==> src/rtl/code_mem_loader_pkg.sv <==
// Shared definitions for the writable code memory: loader FSM states and
// read-word sizing.
package code_mem_loader_pkg;

  typedef enum logic [1:0] {
    LOADING = 2'd0,
    READY   = 2'd1,
    FAULT   = 2'd2
  } ld_state_e;

  localparam int EXTRA_DEF  = 4;
  localparam int WORD_BYTES = 2**EXTRA_DEF;

  function automatic int word_bytes(input int extra);
    return 2**extra;
  endfunction

endpackage

==> src/rtl/code_mem_loader_byte_ram.sv <==
// Byte-wide storage with one write port and a combinational window of
// 2**EXTRA consecutive bytes starting at raddr (wraps within the array).
module code_mem_loader_byte_ram
  import code_mem_loader_pkg::*;
#(
  parameter int AW    = 6,
  parameter int EXTRA = EXTRA_DEF,
  parameter int DW    = 8
) (
  input  logic                                     clk,
  input  logic                                     i_we,
  input  logic [AW-1:0]                            i_waddr,
  input  logic [DW-1:0]                            i_wdata,
  input  logic [AW-1:0]                            i_raddr,
  output logic [word_bytes(EXTRA)-1:0][DW-1:0]     o_win
);

  localparam int WB = word_bytes(EXTRA);

  // No reset: contents survive reset; the parent's length gates visibility.
  logic [DW-1:0] r_mem [2**AW];

  always_ff @(posedge clk) begin
    if (i_we) r_mem[i_waddr] <= i_wdata;
  end

  for (genvar i = 0; i < WB; i++) begin : g_win
    logic [AW-1:0] w_idx;
    assign w_idx    = i_raddr + AW'(i);
    assign o_win[i] = r_mem[w_idx];
  end

endmodule

==> src/rtl/code_mem_loader.sv <==
// Writable code memory: loads a byte-stream image, holds the core in reset
// until complete, then serves bounded reads with one cycle of latency.
module code_mem_loader
  import code_mem_loader_pkg::*;
#(
  parameter int AW    = 6,
  parameter int EXTRA = EXTRA_DEF,
  parameter int DW    = 8
) (
  input  logic                              clk,
  input  logic                              reset,
  input  logic [DW-1:0]                     load_data,
  input  logic                              load_valid,
  input  logic                              load_last,
  output logic                              load_ready,
  output logic                              loaded,
  output logic                              load_error,
  output logic                              core_reset,
  input  logic [AW:0]                       addr,
  input  logic [EXTRA-1:0]                  extra,
  input  logic [AW:0]                       lower_bound,
  input  logic [AW:0]                       upper_bound,
  output logic [word_bytes(EXTRA)*DW-1:0]   data,
  output logic                              error
);

  localparam int           WB       = word_bytes(EXTRA);
  localparam int           LW       = AW + 1;
  localparam logic [AW:0]  LEN_FULL = LW'(2**AW);

  ld_state_e               r_state, w_next;
  logic [AW:0]             r_len;
  logic                    w_xfer, w_full, w_we;
  logic [AW+1:0]           w_end;
  logic                    w_rd_err;
  logic [WB-1:0][DW-1:0]   w_win, w_gated;
  logic [WB*DW-1:0]        r_data;
  logic                    r_error;

  assign w_xfer = load_valid && load_ready;
  assign w_full = (r_len == LEN_FULL);
  assign w_we   = w_xfer && !w_full;

  // FSM: state register
  always_ff @(posedge clk or posedge reset) begin
    if (reset) r_state <= LOADING;
    else       r_state <= w_next;
  end

  // FSM: next state
  always_comb begin
    w_next = r_state;
    case (r_state)
      LOADING: if (w_xfer) begin
        if (w_full)         w_next = FAULT;
        else if (load_last) w_next = READY;
      end
      READY:   w_next = READY;
      FAULT:   w_next = FAULT;
      default: w_next = LOADING;
    endcase
  end

  // FSM: outputs, decoded from the registered state
  always_comb begin
    load_ready = 1'b0;
    loaded     = 1'b0;
    load_error = 1'b0;
    core_reset = 1'b1;
    case (r_state)
      LOADING: load_ready = 1'b1;
      READY:   begin loaded = 1'b1; core_reset = 1'b0; end
      FAULT:   load_error = 1'b1;
      default: ;
    endcase
  end

  always_ff @(posedge clk or posedge reset) begin
    if (reset)     r_len <= '0;
    else if (w_we) r_len <= r_len + 1'b1;
  end

  code_mem_loader_byte_ram #(.AW(AW), .EXTRA(EXTRA), .DW(DW)) u_ram (
    .clk     (clk),
    .i_we    (w_we),
    .i_waddr (r_len[AW-1:0]),
    .i_wdata (load_data),
    .i_raddr (addr[AW-1:0]),
    .o_win   (w_win)
  );

  // One extra bit on end so addr+extra never wraps past the bound checks.
  assign w_end    = {1'b0, addr} + (AW+2)'(extra);
  assign w_rd_err = (r_state != READY)
                 || (addr < lower_bound)
                 || (w_end > {1'b0, upper_bound})
                 || (w_end >= {1'b0, r_len});

  for (genvar i = 0; i < WB; i++) begin : g_mask
    assign w_gated[i] = (EXTRA'(i) <= extra) ? w_win[i] : '0;
  end

  always_ff @(posedge clk or posedge reset) begin
    if (reset) begin
      r_data  <= '0;
      r_error <= 1'b1;
    end else begin
      r_error <= w_rd_err;
      r_data  <= w_rd_err ? '0 : w_gated;
    end
  end

  assign data  = r_data;
  assign error = r_error;

endmodule

==> config.mk <==
export PLATFORM = sky130hd
export DESIGN_NAME = code_mem_loader
export DESIGN_NICKNAME = d
export VERILOG_FILES = /design/src/rtl/code_mem_loader_pkg.sv /design/src/rtl/code_mem_loader_byte_ram.sv /design/src/rtl/code_mem_loader.sv
export SDC_FILE = /design/constraint.sdc
export NUM_CORES = 2
export LEC_CHECK = 0
export CELL_PAD_IN_SITES_DETAIL_PLACEMENT = 1
export CELL_PAD_IN_SITES_GLOBAL_PLACEMENT = 1
export CORE_MARGIN = 2
export CORE_UTILIZATION = 45
export CTS_CLUSTER_SIZE = 25
export DETAILED_ROUTE_END_ITERATION = 12
export PLACE_DENSITY = 0.82
export SYNTH_ARGS = -nofsm -noshare
export SYNTH_HDL_FRONTEND = slang
export SYNTH_SLANG_ARGS = --single-unit
==> constraint.sdc <==
create_clock -name clk -period 4.1 [get_ports clk]
set_input_delay 0.41 -clock clk [delete_from_list [all_inputs] [get_ports clk]]
set_output_delay 0.41 -clock clk [all_outputs]
set_load 0.005 [all_outputs]
# Yosys cells after proc, flatten, opt, wreduce, memory -nomap -nowiden
# Memories as Yosys holds them, arrays and structs flattened.
# Index checks and enable logic that the tools add are counted.
# Widths: inputs -> output; s select.
# totals
ram_bits,512
mem_count,1
regBits,138
# classes
magnitude_cmp,19
muxes,27
eq_ne,6
addsub,17
reduce_logical,8
# memory_table
memory,words,width,rd,rd_ports_with_merged_regs,write_ports,line,source
u_ram.r_mem,64,8,16,0,1,code_mem_loader_byte_ram.sv:21,logic [DW-1:0] r_mem [2**AW];
# ops
op,n
$mux 128,1
$mux 8,16
$add 6x4->6 const B,8
$le 4x4->1 const A,8
$add 6x3->6 const B,4
$le 3x4->1 const A,4
$add 6x2->6 const B,2
$add 7x4->8,1
$ge 8x7->1,1
$gt 8x7->1,1
$le 1x4->1 const A,2
$le 2x4->1 const A,2
$add 7x1->7 const B,1
$eq 7x7->1 const B,1
$lt 7x7->1,1
$add 6x1->6 const B,1
$mux 1,6
$mux 2,3
$pmux 2 s3,1
$logic_or 1x1->1,3
$ne 3x3->1 const B,1
$eq 2x1->1 const B,1
$eq 2x2->1 const B,1
$logic_and 1x1->1,2
other kinds (5),5

# Logic depth before layout (Yosys ltp)
# logic_depth
depth_word,6
mapped_depth,19

# Cells and area by module
# A second synthesis with hierarchy kept.
# unflattened
cells_unflattened,4227
area_unflattened_um2,52854.4
# by_module_without_submodules
module,cells_each,area_each_um2,n_inst,seq_area_each_um2
code_mem_loader_byte_ram,3647,46752.3,1,15374.7
code_mem_loader,580,6102.1,1,3454.6

# Least setup slack after synthesis
# OpenSTA, ideal clock, no wires.
# synth_path
path_type,input to register
from,input addr[0]
to,register r_data[31] (netlist: data[31])
t_arrival_ns,4.434
path_slack_ns,-0.454
path_stages,17
cell_sequence,buf_4 -> buf_6 -> buf_6 -> buf_2 -> buf_2 -> inv_1 -> buf_2 -> buf_1 -> ha_1 -> clkbuf_1 -> buf_4 -> buf_4 -> clkbuf_1 -> mux4_2 -> mux4_2 -> mux4_2 -> and3_1
# synth_between
elab_chain_len,5
# synth_rtl
element,line,source
from (decl),code_mem_loader.sv:19,"input logic [AW:0] addr,"
branches (longest 4 deep; another with $mem_v2 64x8),n/a,
$mux 128 *,code_mem_loader.sv:109,r_data <= w_rd_err ? '0 : w_gated;
to (signal assigned),code_mem_loader.sv:109,
to (decl),code_mem_loader.sv:37,logic [WB*DW-1:0] r_data;
# Mark *: on every way between the ends.
# A chain may end at the register's enable or synchronous reset.

# Final worst setup path
# layout_path
from,input extra[0]
to,register r_data[8] (netlist: data[8])
# layout_between
elab_chain_len,5
# layout_rtl
element,line,source
from (decl),code_mem_loader.sv:20,"input logic [EXTRA-1:0] extra,"
$add 7x4->8,code_mem_loader.sv:93,"assign w_end = {1'b0, addr} + (AW+2)'(extra);"
$gt 8x7->1,code_mem_loader.sv:96,"|| (w_end > {1'b0, upper_bound})"
$logic_or 1x1->1,code_mem_loader.sv:96,
$logic_or 1x1->1,code_mem_loader.sv:97,"|| (w_end >= {1'b0, r_len});"
$mux 128 *,code_mem_loader.sv:109,
# Mark *: on every way between the ends. The rest lies on a longest branch, timed or not.

==> metrics.yaml <==
routed_wl_um: 253000
final_nets: 3660
synth_enable_flop_cells: 512
worst_setup_path_start_kind: "primary input"
vias: 42327
max_freq_mhz: 257
grt_antenna_before_repair: 17
gp_congestion: 1.10
vias_per_cell: 8.20
setup_ws_ps: 203
drtPass1Iterations: 6
cts_resized: 0
synthArstFlopShare_pct: 21.2
grt.overflow.total: 0
power.leakage_nw: 20.5
critPathRequiredTime_ps: 4610
drive_above_1_share_pct: 41.2
path_class: "primary input to register"
h-tree-depth: 3
peakVddDrop_uv: 283
ys_seq_area_share_pct: 36.1
grt_pass1_vias: 41287
wl_per_cell_um: 49.0
rows: 124
die_x_um: 344
power_density_nw_per_um2: 358
setup_viol: 0
final.setup_skew_ps: 43.9
synthFlopType: "edfxtp_1"
dpl.hpwl_um: 193000
synthesis.nets: 3438
insertion_delay_ps: 710
holdBufCountCts: 0
cts_tree: "built"
finalHoldViolations: 0
synth.distinct_cells: 61
grt_pass1_wl_um: 346000
grt_max_degree: 117
worstSetupEndpointType: "register"
syn_to_final_growth_pct: 14.9
grt_usage_pct: 42.9
synth_cells: 3360
netlist_area_um2: 52100
place_area_um2: 57200
status: "complete, no violations"
dpl_worst_slack_ps: -591
cts_setup_buffers: 0
die_h_um: 344
antenna_left: 0
fin_crit_ps: 3900
design_area_um2: 59900
core_um2: 115000
cts_buffer_depth: 3
ys_seq_elements: 650
cts_root_buf: "clkbuf_16"
path_clk_slew_ps: 50
io_pins: 170
arrival_ps: 4410
drc: 0
path_max_fanout: 8
avgSynthCellArea_um2: 15.5
finalCritPeriodShare_pct: 95.1
rsz0062_at_grt: "false"
cap_violations: 0
cts_buffers: 79
io_buffers: 169
drt_iter0_markers: 7391
max_slew_margin_pct: 13.2
slew_violations: 0
die-area_um2: 119000
start_util_pct: 45.5
cts.sinks: 650
worst_pin_slew_ps: 1300
ys_warn_count: 0
hp-class: "primary input to asynchronous set/reset pin"
whs_ps: 61.0
-- Yosys cell counts, drive strengths merged, types with 49 or more instances --
| cell type | n | area share (%) |
|---|---|---|
| a211oi | 84 | 1.2 |
| nand2 | 218 | 1.6 |
| nor2 | 110 | 0.79 |
| o22ai | 83 | 1.0 |
| clkbuf | 113 | 0.81 |
| edfxtp | 512 | 29 |
| buf | 213 | 2.2 |
| a21oi | 84 | 0.81 |
| mux4 | 979 | 42 |
| mux2i | 282 | 5.4 |
| dfrtp | 137 | 6.6 |
| nand3 | 49 | 0.47 |
-- cell usage in the layout, fill, tap and decap left out, drive strengths merged, types with 7 or more instances in the layout --
master         count
a2111oi           32
a211oi            84
a21o               8
a21oi             84
a22oi             29
a311oi            12
a31oi             11
and2              20
and3              30
buf              312
clkbuf           110
clkdlybuf4s50    155
clkinv            17
clkinvlp          11
dfrtp            137
edfxtp           512
ha                40
inv               37
mux2              26
mux2i            282
mux4             979
nand2            218
nand2b             9
nand3             49
nand4              8
nor2             110
nor2b             26
nor3              47
nor4              26
o21ai             24
o22ai             83
o32ai             12
or3                7
xnor2             45
xor2               8
-- flip-flops by register name, summed over array words and instances (netlist names) --
name,cells
data,128
error,1
r_len,7
r_state,2
u_ram.r_mem,512
-- final timing paths --
kind	start	endpoint	slack [ps]	cells past startpoint
max in group asynchronous	reset	data[61]	2930	3
hold reg to reg	r_state[1]	r_state[0]	510	1
min in group clk	load_data[3]	u_ram.r_mem[35][3]	180	1
setup / recovery	extra[0]	data[8]	200	16
setup reg to reg	r_len[0]	u_ram.r_mem[33][7]	760	9
hold / removal	reset	data[35]	60	2
-- report_power, final --
group	switching (W)	internal [W]
combinational	0.00383	0.00285
sequential	0.000124	0.00722
clock	0.00314	0.00430
-- cell type report --
| class | count | area (µm²) |
|---|---|---|
| fillers | 10727 | 54800 |
| clock buffers | 110 | 2330 |
| repair buffers | 467 | 4410 |
| well taps | 1512 | 1890 |
| flip-flops and latches | 650 | 18800 |
| diodes | 2 | 5.00 |
| clock inverters | 36 | 348 |
| inverters | 34 | 134 |
| multi-input cells | 2350 | 31900 |
-- metal layers --
metal	vias to the layer above	track usage, %	wire [µm]
li1	15076	-	-
met1	21985	52.8	80800
met5	-	0	103
met4	14	36.4	27300
met3	940	14.0	37300
met2	4312	61.3	107000
-- stage by stage --
step | cells | utilization (%) | setup TNS, ps | power, W
final | 5161 | 52.2 | 0 | 0.0215
after global routing | 5159 | 52.2 | 0 | 0.0218
after CTS | 5159 | 52.2 | 0 | 0.0212
after detailed placement | 5013 | 49.9 | -40340 | 0.0139
after global placement | 5013 | 49.9 | -28550 | 0.0137
after floorplan | 3360 | - | -57.8 | 0.0113
-- kinds of logic after synthesis --
group / after synthesis / synth area share, %
AO/OA/AOI/OAI: 405 / 5.27
buffers and inverters: 360 / 3.30
multiplexers: 1287 / 48.3
AND/OR/NAND/NOR: 564 / 5.01
XOR/XNOR: 53 / 1.01
flip-flops: 650 / 36.1
adder cells (fa/ha/maj): 41 / 0.999
-- critical path, stage by stage --
cell             delay, ps
clkdlybuf4s50_1        430
ha_1                   220
fa_1                   400
a21o_1                 170
a21oi_1                230
buf_4                  160
xnor2_1                160
ha_1                   300
o21ai_0                200
nor2_1                  70
o31a_1                 290
o22ai_2                200
buf_4                  200
nand4_1                120
buf_4                  250
a21oi_1                600
No activity file was read; power rests on OpenSTA's default activity.
